--- src/rtl/hyper_cfg_seq.sv ---
// -----------------------------------------------------------------------------
// hyper_cfg_seq
//
// Boot-time sequencer that programs the Hyperbus controller's chip-select
// address ranges over a simple valid/ready register bus. It then reads every
// register back to confirm the values. Each chip i owns two 32-bit registers,
// its range start and its range end. Access k = 2*i + e lives at
// CfgBase + 0x20 + 4*k. A run first writes all 2*NumChips registers in order,
// then reads them back in the same order. Bus errors are retried up to
// MaxRetries times per access. A read-back mismatch, or running out of
// retries, ends the run in the error state.
//
// Parameters
//   NumChips    number of chip-select ranges to program (1..4)
//   ChipBytes   bytes per chip range
//   CfgBase     base address of the Hyperbus config port (48-bit bus)
//   MemBase     address where chip 0's range starts
//   MaxRetries  bus-error retries allowed per access (0..7)
//   AutoStart   1 = begin a run on the first cycle after reset release
//
// Ports
//   clk_i        clock, rising edge
//   rst_i        synchronous active-high reset
//   start_i      one-cycle pulse requesting a (re)programming run
//   reg_valid_o  register bus request valid
//   reg_write_o  1 = write, 0 = read
//   reg_addr_o   register bus byte address
//   reg_wdata_o  write data
//   reg_wstrb_o  byte strobes (4'hF on writes, 4'h0 otherwise)
//   reg_ready_i  completion handshake (valid & ready)
//   reg_rdata_i  read data, valid in the completion cycle
//   reg_error_i  access error, valid in the completion cycle
//   busy_o       high while writing or reading back
//   done_o       sticky: last run was fully verified
//   error_o      sticky: last run failed
// -----------------------------------------------------------------------------
module hyper_cfg_seq #(
    parameter int unsigned NumChips   = 2,
    parameter int unsigned ChipBytes  = 8192,
    parameter logic [47:0] CfgBase    = 48'h0000_4000_0000,
    parameter logic [63:0] MemBase    = 64'h0000_0000_8000_0000,
    parameter int unsigned MaxRetries = 3,
    parameter bit          AutoStart  = 1'b1
) (
    input  logic        clk_i,
    input  logic        rst_i,
    input  logic        start_i,
    output logic        reg_valid_o,
    output logic        reg_write_o,
    output logic [47:0] reg_addr_o,
    output logic [31:0] reg_wdata_o,
    output logic [3:0]  reg_wstrb_o,
    input  logic        reg_ready_i,
    input  logic [31:0] reg_rdata_i,
    input  logic        reg_error_i,
    output logic        busy_o,
    output logic        done_o,
    output logic        error_o
);

    localparam logic [2:0]  LastK       = 3'(2 * NumChips - 1);
    localparam logic [3:0]  RetryLimit  = 4'(MaxRetries);
    localparam logic [31:0] MemBase32   = MemBase[31:0];
    localparam logic [31:0] ChipBytes32 = 32'(ChipBytes);
    localparam logic [47:0] RegOffset   = 48'h20;

    typedef enum logic [2:0] {
        S_IDLE,
        S_WRITE,
        S_READ,
        S_DONE,
        S_ERR
    } state_t;

    state_t      r_state;
    state_t      w_next_state;

    logic [2:0]  r_k;          // access index, 2*chip + end_flag
    logic [3:0]  r_retry;      // bus errors seen on the current access
    logic        r_done;
    logic        r_error;
    logic        r_auto_pend;  // one-shot start request left behind by reset

    logic        w_busy;
    logic        w_start;
    logic        w_complete;
    logic        w_last;
    logic        w_retry_out;
    logic [2:0]  w_chip_off;
    logic [31:0] w_exp_data;
    logic [47:0] w_addr;
    logic        w_rdata_ok;

    // -------------------------------------------------------------------------
    // Access decode
    // -------------------------------------------------------------------------
    assign w_busy      = (r_state == S_WRITE) || (r_state == S_READ);
    assign w_start     = start_i || r_auto_pend;
    assign w_complete  = w_busy && reg_ready_i;
    assign w_last      = (r_k == LastK);
    // At the final permitted retry, one more error means the access has failed.
    assign w_retry_out = (r_retry >= RetryLimit);

    // Start register of chip i holds i*ChipBytes and end register holds
    // (i+1)*ChipBytes. Both are covered by the multiplier (k+1)/2.
    assign w_chip_off  = 3'(({1'b0, r_k} + 4'd1) >> 1);
    assign w_exp_data  = MemBase32 + ({29'd0, w_chip_off} * ChipBytes32);
    assign w_addr      = CfgBase + RegOffset + {43'd0, r_k, 2'b00};
    assign w_rdata_ok  = (reg_rdata_i == w_exp_data);

    // -------------------------------------------------------------------------
    // State register
    // -------------------------------------------------------------------------
    // NOTE: sequential state uses non-blocking assignments so that every
    // register samples the values from before the edge, whatever the order
    // in which the blocks are evaluated.
    always_ff @(posedge clk_i) begin
        if (rst_i) begin
            r_state <= S_IDLE;
        end else begin
            r_state <= w_next_state;
        end
    end

    // -------------------------------------------------------------------------
    // Next-state logic
    // -------------------------------------------------------------------------
    // NOTE: the next state gets a default before the case statement. This
    // way every path assigns it and no latch is inferred.
    always_comb begin
        w_next_state = r_state;
        case (r_state)
            S_IDLE: begin
                if (w_start) begin
                    w_next_state = S_WRITE;
                end
            end
            S_WRITE: begin
                if (w_complete) begin
                    if (reg_error_i) begin
                        if (w_retry_out) begin
                            w_next_state = S_ERR;
                        end
                    end else if (w_last) begin
                        w_next_state = S_READ;
                    end
                end
            end
            S_READ: begin
                if (w_complete) begin
                    if (reg_error_i) begin
                        if (w_retry_out) begin
                            w_next_state = S_ERR;
                        end
                    end else if (!w_rdata_ok) begin
                        w_next_state = S_ERR;
                    end else if (w_last) begin
                        w_next_state = S_DONE;
                    end
                end
            end
            S_DONE:  w_next_state = S_IDLE;
            S_ERR:   w_next_state = S_IDLE;
            default: w_next_state = S_IDLE;
        endcase
    end

    // -------------------------------------------------------------------------
    // Access index, retry count and sticky status flags
    // -------------------------------------------------------------------------
    always_ff @(posedge clk_i) begin
        if (rst_i) begin
            r_k         <= 3'd0;
            r_retry     <= 4'd0;
            r_done      <= 1'b0;
            r_error     <= 1'b0;
            r_auto_pend <= AutoStart;
        end else begin
            case (r_state)
                S_IDLE: begin
                    if (w_start) begin
                        r_k         <= 3'd0;
                        r_retry     <= 4'd0;
                        r_done      <= 1'b0;
                        r_error     <= 1'b0;
                        r_auto_pend <= 1'b0;
                    end
                end
                S_WRITE, S_READ: begin
                    if (w_complete) begin
                        if (reg_error_i) begin
                            // Same access is re-issued next cycle. The count
                            // stops at MaxRetries+1 because the FSM leaves.
                            r_retry <= r_retry + 4'd1;
                        end else begin
                            // Last write wraps to k=0 for the read-back pass.
                            r_retry <= 4'd0;
                            r_k     <= w_last ? 3'd0 : r_k + 3'd1;
                        end
                    end
                end
                S_DONE: begin
                    r_done  <= 1'b1;
                    r_error <= 1'b0;
                end
                S_ERR: begin
                    r_error <= 1'b1;
                    r_done  <= 1'b0;
                end
                default: begin
                    r_k <= 3'd0;
                end
            endcase
        end
    end

    // -------------------------------------------------------------------------
    // Outputs
    // -------------------------------------------------------------------------
    // The request comes straight from the state and k. Neither changes until
    // a completion, so a stalled request stays stable while ready is low.
    always_comb begin
        reg_valid_o = 1'b0;
        reg_write_o = 1'b0;
        reg_addr_o  = 48'd0;
        reg_wdata_o = 32'd0;
        reg_wstrb_o = 4'h0;
        case (r_state)
            S_WRITE: begin
                reg_valid_o = 1'b1;
                reg_write_o = 1'b1;
                reg_addr_o  = w_addr;
                reg_wdata_o = w_exp_data;
                reg_wstrb_o = 4'hF;
            end
            S_READ: begin
                reg_valid_o = 1'b1;
                reg_addr_o  = w_addr;
            end
            default: begin
                reg_valid_o = 1'b0;
            end
        endcase
    end

    assign busy_o  = w_busy;
    assign done_o  = r_done;
    assign error_o = r_error;

endmodule

--- config.mk ---
export PLATFORM = sky130hd
export DESIGN_NAME = hyper_cfg_seq
export DESIGN_NICKNAME = d
export VERILOG_FILES = /design/src/rtl/hyper_cfg_seq.sv
export SDC_FILE = /design/constraint.sdc
export NUM_CORES = 1
export LEC_CHECK = 0
export CAP_MARGIN = 20
export CORE_ASPECT_RATIO = 1.5
export CORE_MARGIN = 2
export CORE_UTILIZATION = 31
export DETAILED_ROUTE_END_ITERATION = 6
export PLACE_DENSITY = 0.78
export SLEW_MARGIN = 15
export SYNTH_ARGS = -nofsm -noshare
export SYNTH_HDL_FRONTEND = slang
export SYNTH_SLANG_ARGS = --single-unit
--- constraint.sdc ---
create_clock -name clk_i -period 2.2 [get_ports clk_i]
set_input_delay 0.22 -clock clk_i [delete_from_list [all_inputs] [get_ports clk_i]]
set_output_delay 0.22 -clock clk_i [all_outputs]
set_load 0.01 [all_outputs]
==> qor.yml <==
status: "finished, final reports clean"
numCtsBuffers: 3
nFillCells: 536
seq_area_frac_synth: 0.158
min_period_ps: 2120
clockRootBuffer: "clkbuf_8"
synthCells: 210
regArea_um2: 262
synth_edf_count: 0
path_buf_inv: 0
whs_ps: 475
synth_cell_types: 49
ys_ff_latch: 13
io_buffers: 54
antenna_found_initial: 0
setup_viol: 0
drv_slew: 0
hold_violations: 0
diodes: 0
vdd_ir_drop_max_v: 0.000144
worstPathCellList: "ha_2 > ha_4 > xor2_4 > nand4_4 > or4_4 > nor4b_2 > nor2_1 > a221oi_2"
crit_path_end_kind: "register"
fin_nets: 307
grt-ovfl-total: 0
synth_area_mm2: 0.00164
switching_share: 0.368
pin_count: 126
wl_per_cell_um: 10.1
viasPerCell: 4.16
yosys_most_used_dff: "dfxtp_1"
post_cts_buffers: 0
p_leak_nw: 0.880
first_iter_violations: 21
p_clk_frac: 0.217
hpwl_mm: 2.81
arrival_ps: 2280
critPathMaxStageDelay_ps: 440
final_cells: 333
max_freq_mhz: 471
async_flop_share: 0
critPathTopFamily: "simple AND/OR/NAND/NOR gates"
vias: 1384
p_int_mw: 0.639
drive_gt1_frac: 0.132
setup.worst_path.start_class: "register"
maxCapViolCount: 0
worstHoldPathType: "register to register"
place.gp.congestion: 0.790
skew_ps: 5.41
synth.yosys.warnings: 0
crit_path_top_delay_cell: "or4_4"
crit_type: "register to register"
clock-sinks: 13
wirelength_mm: 3.37
drcViolationCount: 0
grt_max_degree: 16
die_w_um: 63.4
core_area_mm2: 0.00512
powerDensity_mw_per_mm2: 490
grt_pass1_vias: 1192
p_seq_frac: 0.270
cts_tree: "yes"
avgSynthCellArea_um2: 7.82
cts.clk_slew.worst_paths_ps: 60
ctsHoldBuffers: 0
ant_nets: 0
die_y_um: 93.2
final_cell_mix: "71 x conb_1, 54 x clkdlybuf4s50_1, 18 x nor2_1"
final_common_cell: "conb_1"
track_usage: 0.110
clock_latency_ps: 250
dp_cells: 329
combPwrFrac: 0.513
initial_core_util: 0.321
final_util: 0.402
cts_buffer_depth: 2
drt_pass1_iterations: 4
area_growth_pct: 25.4
grt_pass1_wl_mm: 5.20
dieArea_mm2: 0.00591
cp_data_required_time_ps: 2360
rsz0062_at_grt: "true"
fp-row-count: 32
p_sw_mw: 0.372
cts_max_level: 1
multiInputGateArea_mm2: 0.00101
cp_max_fo: 2
total_power_mw: 1.01
min_period_over_period: 0.965
cell type report:
cell class | instances | area share
multi-input combinational | 174 | 0.489
tap | 68 | 0.0413
clock buffer | 4 | 0.0219
sequential | 13 | 0.127
timing repair buffer | 66 | 0.306
inverter | 8 | 0.0146
layer usage:
layer | vias to the layer above | routed length [um] | track usage
met3 | 5 | 421 | 0.0313
met2 | 95 | 1770 | 0.214
met4 | 0 | 61 | 0.0507
met1 | 616 | 1120 | 0.103
li1 | 668 | - | -
met5 | - | 0 | 0
synth_stat cells (2+ instances only):
cell type | instances | area share
o21ai_0 | 6 | 0.018
a21oi_1 | 8 | 0.024
o21ai_1 | 4 | 0.012
a31oi_1 | 2 | 0.0076
nand2_1 | 10 | 0.023
dfxtp_1 | 13 | 0.16
or3_1 | 2 | 0.0076
nor4b_2 | 2 | 0.018
and2_1 | 2 | 0.0076
o31ai_1 | 2 | 0.0091
nor2b_1 | 2 | 0.0076
nor2_1 | 18 | 0.041
buf_6 | 2 | 0.014
nor4_1 | 2 | 0.0076
inv_1 | 7 | 0.016
nor3_1 | 6 | 0.018
xnor2_1 | 2 | 0.011
buf_2 | 2 | 0.0061
nor4_2 | 5 | 0.038
buf_4 | 79 | 0.36
nand3_1 | 3 | 0.0091
ha_1 | 4 | 0.030
final timing paths:
| path | from | slack, ps | cells after the start | to |
|---|---|---|---|---|
| setup / recovery | r_k[0]$_SDFFE_PP0P_ | 80 | 8 | r_state[0]$_SDFFE_PP0P_ |
| hold / removal | r_auto_pend$_SDFFE_PP1P_ | 470 | 2 | r_auto_pend$_SDFFE_PP1P_ |
| setup reg to reg | r_k[0]$_SDFFE_PP0P_ | 80 | 8 | r_state[0]$_SDFFE_PP0P_ |
| hold reg to reg | r_auto_pend$_SDFFE_PP1P_ | 470 | 2 | r_auto_pend$_SDFFE_PP1P_ |
cell families after synthesis:
group / synth area share
other cells: 0.00228
simple gates: 0.251
xor+xnor: 0.0305
fa+ha+maj: 0.0366
buf+inv: 0.404
flops: 0.158
compound gates: 0.117
worst min-delay path, stage by stage, from the launching register on:
cell and delay, ps:
dfxtp_1 320, o31ai_1 60, nand2_1 50
flip-flops by register name (all words and copies together) (netlist names):
name,count
r_state,3
r_retry,4
error_o,1
r_auto_pend,1
r_k,3
done_o,1
power by group through the flow:
stage               logic [mW]  clock network [mW]  registers, mW
finish                   0.518               0.219          0.273
global route             0.563               0.230          0.276
CTS                      0.517               0.224          0.272
detailed placement       0.514                   0          0.277
global placement         0.506                   0          0.276
floorplan                0.418                   0          0.269
repair_timing:
action | in CTS | in global routing
cloned | 0 | 0
resized for setup | 2 | 2
endpoints found under the hold margin | 0 | 0
endpoints found under the setup margin | 1 | 7
pin swaps | 1 | 2
stage by stage:
step           setup slack (ps)  TNS, ps  cell area (um2)
2_1_floorplan              26.6        0             1910
3_3_place_gp              -98.1    -98.1             1990
3_5_place_dp               -162     -162             1990
4_1_cts                    6.01        0             2050
5_1_grt                   -4.06    -4.06             2060
6_report                   76.1        0             2060
Power figures use the tool's default switching activity.
